`src/rtl/add64_pkg.sv`:
```
// ----------------------------------------------------------------------------
// add64_pkg
// Shared widths and FSM state encoding for the two-pass 64-bit add/subtract
// sequencer (add64_seq) and its 32-bit ripple-carry adder slice.
//   WORD_W        : adder slice width (fixed at 32)
//   DWORD_W       : operand/result width (2 x WORD_W)
//   add64_state_t : IDLE -> LO -> HI -> DONE sequencing states
// ----------------------------------------------------------------------------
package add64_pkg;

   localparam int WORD_W  = 32;
   localparam int DWORD_W = 2 * WORD_W;

   typedef enum logic [1:0] {
      IDLE = 2'd0,
      LO   = 2'd1,
      HI   = 2'd2,
      DONE = 2'd3
   } add64_state_t;

endpackage

```
`src/rtl/u_32b_add_2.sv`:
```
// ----------------------------------------------------------------------------
// u_32b_add_2
// 32-bit ripple-carry adder slice. Purely combinational.
// Ports:
//   in1  [31:0] in  : first operand
//   in2  [31:0] in  : second operand
//   cin1        in  : carry into bit 0
//   sout [31:0] out : sum bits
//   cout [31:0] out : carry out of every bit position; cout[31] is the slice
//                     carry-out, cout[30] is the carry into the sign bit
// ----------------------------------------------------------------------------
module u_32b_add_2
   import add64_pkg::*;
(
   input  logic [WORD_W-1:0] in1,
   input  logic [WORD_W-1:0] in2,
   input  logic              cin1,
   output logic [WORD_W-1:0] sout,
   output logic [WORD_W-1:0] cout
);

   // Ripple the carry bit by bit, exposing every intermediate carry.
   always_comb begin
      logic c_v;
      sout = {WORD_W{1'b0}};
      cout = {WORD_W{1'b0}};
      c_v  = cin1;
      for (int i = 0; i < WORD_W; i++) begin
         sout[i] = in1[i] ^ in2[i] ^ c_v;
         c_v     = (in1[i] & in2[i]) | (c_v & (in1[i] ^ in2[i]));
         cout[i] = c_v;
      end
   end

endmodule

```
`src/rtl/add64_seq.sv`:
```
// ----------------------------------------------------------------------------
// add64_seq
// Two-pass 64-bit add/subtract sequencer. One 32-bit adder slice is used
// twice: the low word first, then the high word with the low-word carry
// chained in. Subtraction is a + ~b + 1, with the inversion applied when the
// operands are captured and the +1 supplied as the low-pass carry-in.
// Ports:
//   clk              in  : clock, rising edge
//   rst              in  : synchronous active-high reset
//   in_valid         in  : operand pair present
//   in_ready         out : accepting operands (IDLE only)
//   op_a     [63:0]  in  : minuend / augend
//   op_b     [63:0]  in  : subtrahend / addend
//   sub              in  : 1 = a - b, 0 = a + b
//   out_valid        out : result registers valid (DONE only)
//   out_ready        in  : consumer accepts the result
//   result   [63:0]  out : a +/- b modulo 2^64
//   carry            out : carry-out of bit 63 (1 = no borrow on subtract)
//   overflow         out : two's-complement overflow
//   zero             out : result is zero
// ----------------------------------------------------------------------------
module add64_seq
   import add64_pkg::*;
(
   input  logic               clk,
   input  logic               rst,
   input  logic               in_valid,
   output logic               in_ready,
   input  logic [DWORD_W-1:0] op_a,
   input  logic [DWORD_W-1:0] op_b,
   input  logic               sub,
   output logic               out_valid,
   input  logic               out_ready,
   output logic [DWORD_W-1:0] result,
   output logic               carry,
   output logic               overflow,
   output logic               zero
);

   add64_state_t       state_r;
   logic [DWORD_W-1:0] a_r;
   logic [DWORD_W-1:0] b_r;       // already inverted for subtract
   logic               sub_r;
   logic               c_lo_r;
   logic [DWORD_W-1:0] result_r;
   logic               carry_r;
   logic               overflow_r;
   logic               zero_r;

   logic [WORD_W-1:0]  in1_s;
   logic [WORD_W-1:0]  in2_s;
   logic               cin1_s;
   logic [WORD_W-1:0]  sout_s;
   logic [WORD_W-1:0]  cout_s;

   // Adder input select: low word in LO, high word in HI, quiet zeros otherwise.
   always_comb begin
      in1_s  = {WORD_W{1'b0}};
      in2_s  = {WORD_W{1'b0}};
      cin1_s = 1'b0;
      case (state_r)
         LO: begin
            in1_s  = a_r[WORD_W-1:0];
            in2_s  = b_r[WORD_W-1:0];
            cin1_s = sub_r;
         end
         HI: begin
            in1_s  = a_r[DWORD_W-1:WORD_W];
            in2_s  = b_r[DWORD_W-1:WORD_W];
            cin1_s = c_lo_r;
         end
         default: begin
            in1_s  = {WORD_W{1'b0}};
            in2_s  = {WORD_W{1'b0}};
            cin1_s = 1'b0;
         end
      endcase
   end

   u_32b_add_2 u_add (
      .in1  (in1_s),
      .in2  (in2_s),
      .cin1 (cin1_s),
      .sout (sout_s),
      .cout (cout_s)
   );

   // Sequencer FSM with operand capture and result/flag registers.
   always_ff @(posedge clk) begin
      if (rst) begin
         state_r    <= IDLE;
         a_r        <= {DWORD_W{1'b0}};
         b_r        <= {DWORD_W{1'b0}};
         sub_r      <= 1'b0;
         c_lo_r     <= 1'b0;
         result_r   <= {DWORD_W{1'b0}};
         carry_r    <= 1'b0;
         overflow_r <= 1'b0;
         zero_r     <= 1'b0;
      end else begin
         case (state_r)
            IDLE: begin
               if (in_valid) begin
                  a_r     <= op_a;
                  b_r     <= sub ? ~op_b : op_b;
                  sub_r   <= sub;
                  state_r <= LO;
               end
            end
            LO: begin
               result_r[WORD_W-1:0] <= sout_s;
               c_lo_r               <= cout_s[WORD_W-1];
               state_r              <= HI;
            end
            HI: begin
               result_r[DWORD_W-1:WORD_W] <= sout_s;
               carry_r    <= cout_s[WORD_W-1];
               // Carry into the sign bit differs from carry out of it.
               overflow_r <= cout_s[WORD_W-1] ^ cout_s[WORD_W-2];
               zero_r     <= (sout_s == {WORD_W{1'b0}}) &&
                             (result_r[WORD_W-1:0] == {WORD_W{1'b0}});
               state_r    <= DONE;
            end
            DONE: begin
               if (out_ready) begin
                  state_r <= IDLE;
               end
            end
            default: begin
               state_r <= IDLE;
            end
         endcase
      end
   end

   assign in_ready  = (state_r == IDLE);
   assign out_valid = (state_r == DONE);
   assign result    = result_r;
   assign carry     = carry_r;
   assign overflow  = overflow_r;
   assign zero      = zero_r;

endmodule

```
`config.mk`:
```
export PLATFORM = sky130hd
export DESIGN_NAME = add64_seq
export DESIGN_NICKNAME = d
export VERILOG_FILES = /design/src/rtl/add64_pkg.sv /design/src/rtl/u_32b_add_2.sv /design/src/rtl/add64_seq.sv
export SDC_FILE = /design/constraint.sdc
export NUM_CORES = 1
export LEC_CHECK = 0
export CORE_ASPECT_RATIO = 0.9
export CORE_MARGIN = 3
export CORE_UTILIZATION = 46
export DETAILED_ROUTE_END_ITERATION = 10
export PLACE_DENSITY_LB_ADDON = 0.25
export SETUP_SLACK_MARGIN = 0.2
export SLEW_MARGIN = 20
export SYNTH_ARGS = -nofsm -noshare
export SYNTH_HDL_FRONTEND = slang
export SYNTH_SLANG_ARGS = --single-unit
```
`constraint.sdc`:
```
create_clock -name clk -period 17 [get_ports clk]
set_input_delay 3.4 -clock clk [delete_from_list [all_inputs] [get_ports clk]]
set_output_delay 3.4 -clock clk [all_outputs]
set_load 0.1 [all_outputs]
```
==> run summary <==
Vias in the first global route -> 6952
Net count reported at finish -> 1326
DR DRC count -> 0
Worst path slowest cell -> fa_1
Postcts setup bufs -> 0
Post-Syn Area -> 9180 sq um
Slew headroom -> 30.5%
Crit path DAT -> 16550 ps
Die W -> 155 um
Final Cycle Share -> 95.2%
Vias per cell -> 5.31
Cells after synthesis -> 1015
Setup Crit Path Kind -> flip-flop to flip-flop
Die height -> 140 um
Die Area -> 21700 sq um
NetSw -> 0.674 mW
Htree depth -> 4
Setup TNS -> 0 ps
Cell family with most CP delay -> adder cells
First-pass DRT Iterations -> 5
Syn nets -> 1185
Detailed placer's ending HPWL -> 17000 um
Critical path depth -> 41
Rows -> 48
CTS hold repair buffers -> 0
Initial DRC count -> 641
Fin Clk Skew -> 11.0 ps
Post-Layout Cell Count -> 1419
Hold violation count in the final report -> 0
Synth warnings -> 0
Antenna diodes -> 0
Initial Util -> 47.3%
Antenna violations before repair -> 0
I/O Buffers -> 201
Yosys top cell area share -> 43.4%
Fraction of layout cells with a size suffix above 1 -> 4.28%
Clock tree sinks -> 199
Synth-to-Final Area Change -> 29.5%
Routed WL -> 23800 um
RSZ-0062 raised after global routing -> no
Sequential share of power -> 34.9%
Area leader, netlist -> dfxtp_1
Critical Path RT -> 17370 ps
CTS Buffer Depth -> 2
Max Fclk -> 0.0618 GHz
Post_cts resized -> 0
Min Tclk post-route -> 16180 ps
Clock-pin transition on the worst setup and hold timing paths -> 70 ps
Slowest Stage Delay on Critical Path -> 520 ps
Post-route ant nets -> 0
Syn Area/Cell -> 9.04 sq um
Dpl cells -> 1386
Worst-path fanout max -> 61
Power Dens Cells -> 145 nW/um^2
Worst-Margin Slew -> 1040 ps
Max_cap viols -> 0
GRT busiest layer -> met1
Clock latency at the later pin of the worst-skew pair -> 430 ps
Total GRT Usage -> 21.4%
Core area -> 19400 sq um
Largest net degree at the start of global routing -> 143
Met2 Usage GRT -> 29.4%
Worst Hold Depth -> 2
Cell with the most instances after synthesis -> dfxtp_1
Leakage -> 4.18 nW
Num CTS Buffers -> 17
Met1 Track Usage GR -> 34.5%
CP Launch Type -> flip-flop
Most used cell, CP -> fa_1
Met3 global-route usage -> 4.51%
First-pass GRT wire length -> 37300 um
Outcome -> finished clean
Distinct cells, synth -> 29
Routed WL per cell -> 16.8 um
Clock power share -> 25.0%
Io pins -> 202
Top post-synthesis cells by area -> dfxtp_1 (43%), fa_1 (7.0%), mux2i_1 (6.5%)
CTS tree -> done
Sequential cell area fraction in the yosys report -> 43.4%
Post-synth EDFFs -> 0
Main synth FF type -> dfxtp_1
Combinational Power Share -> 40.2%
Via count -> 7537
Commonest cells in the synthesized netlist -> dfxtp_1 (199), nand2_1 (141), nor2_1 (133)
Placer's final routability congestion estimate -> 0.810
Slew Viols, Final -> 0
GRT Residual Overflow -> 0
Int Pwr -> 1.05 mW
Buffers & Inverters on Critical Path -> 4
Cells on worst reg2reg path -> 41
Min-delay worst type -> flip-flop to flip-flop
Sw frac -> 39.0%
Maximum VDD drop -> 0.0000929 V
Synth async-reset ratio -> 0%
Root Driver -> clkbuf_16
Final setup vio count -> 0
#FFs+latches synth -> 199
Crit path capture type -> flip-flop
==> area by class of cell <==
cell class | instances | area, sq um
Clock buffer | 18 | 439
Clock inverter | 14 | 194
Fill cell | 1698 | 7510
Inverter | 7 | 26.3
Multi-Input combinational cell | 721 | 4830
Sequential cell | 199 | 3980
Tap cell | 250 | 313
Timing Repair Buffer | 210 | 2100
==> layout by cell type (no fill, tap or decap), types with 2 or more instances in the layout <==
cell type and instances:
inv_6 4, nor2_1 133, xnor2_1 65, clkbuf_16 17, a22o_1 9, inv_1 7, nand2_1 140, ha_1 2
nand4_1 3, clkinv_2 3, a21oi_1 65, ha_4 2, bufinv_16 4, dfxtp_1 199, buf_4 9, nor4_1 13
a211oi_1 73, clkinvlp_4 2, nor2b_1 56, a22oi_1 56, mux2i_1 60, fa_1 32, clkdlybuf4s50_1 199
==> worst paths after layout <==
path | from | end | slack, ps
worst min-delay path | a_r[51]$_SDFFE_PP0P_ | a_r[51]$_SDFFE_PP0P_ | 460
worst max register to register | state_r[0]$_SDFFE_PP0P_ | zero$_SDFFE_PP0N_ | 820
worst max-delay path | state_r[0]$_SDFFE_PP0P_ | zero$_SDFFE_PP0N_ | 820
worst min register to register | a_r[51]$_SDFFE_PP0P_ | a_r[51]$_SDFFE_PP0P_ | 460
==> worst reg2reg max path: cells and delay by family (launching register included) <==
family / cells / cell delay, ps
fa+ha+maj: 32 / 14060
buf+inv: 4 / 580
flops: 1 / 400
simple gates: 4 / 980
compound gates: 1 / 130
==> registers in the layout, summed over array words and instances, names as in the netlist <==
signal	flops
sub_r	1
a_r	64
c_lo_r	1
b_r	64
overflow	1
state_r	2
carry	1
zero	1
result	64
==> through the flow <==
stage	area [sq um]	setup slack, ps	power [mW]	util, %	hold WS (ps)
floorplan	9180	1240	1.12	-	436
global placement	11200	1000	1.29	57.9	442
detailed placement	11200	776	1.30	57.9	447
CTS	11900	753	1.73	61.1	456
global route	11900	210	1.82	61.3	475
finish	11900	815	1.73	61.3	456
==> logic make-up (layout without fill, tap and decap cells) <==
logic type | count (synthesis) | in the layout | synth area share (%)
AO/OA/AOI/OAI | 205 | 205 | 15.1
buffers and inverters | 95 | 249 | 4.27
AND/OR/NAND/NOR | 354 | 354 | 16.8
adder cells (fa/ha/maj) | 37 | 37 | 7.66
flip-flops | 199 | 199 | 43.4
XOR/XNOR | 65 | 65 | 6.20
multiplexers | 60 | 60 | 6.54
==> power groups by stage <==
stage	Sequential, mW	Combinational (mW)	Clock (mW)
global placement	0.609	0.680	0
floorplan	0.693	0.427	0
global route	0.610	0.750	0.457
finish	0.602	0.693	0.431
detailed placement	0.612	0.689	0
CTS	0.602	0.690	0.438
==> per-layer routing <==
| metal | up-vias | wire [um] | part of all wire, % |
|---|---|---|---|
| li1 | 3727 | - | - |
| met1 | 3519 | 11900 | 50 |
| met2 | 278 | 10000 | 42 |
| met3 | 13 | 1710 | 7.2 |
| met4 | 0 | 137 | 0.58 |
| met5 | - | 0 | 0 |
(Power assumes the default switching activity.)
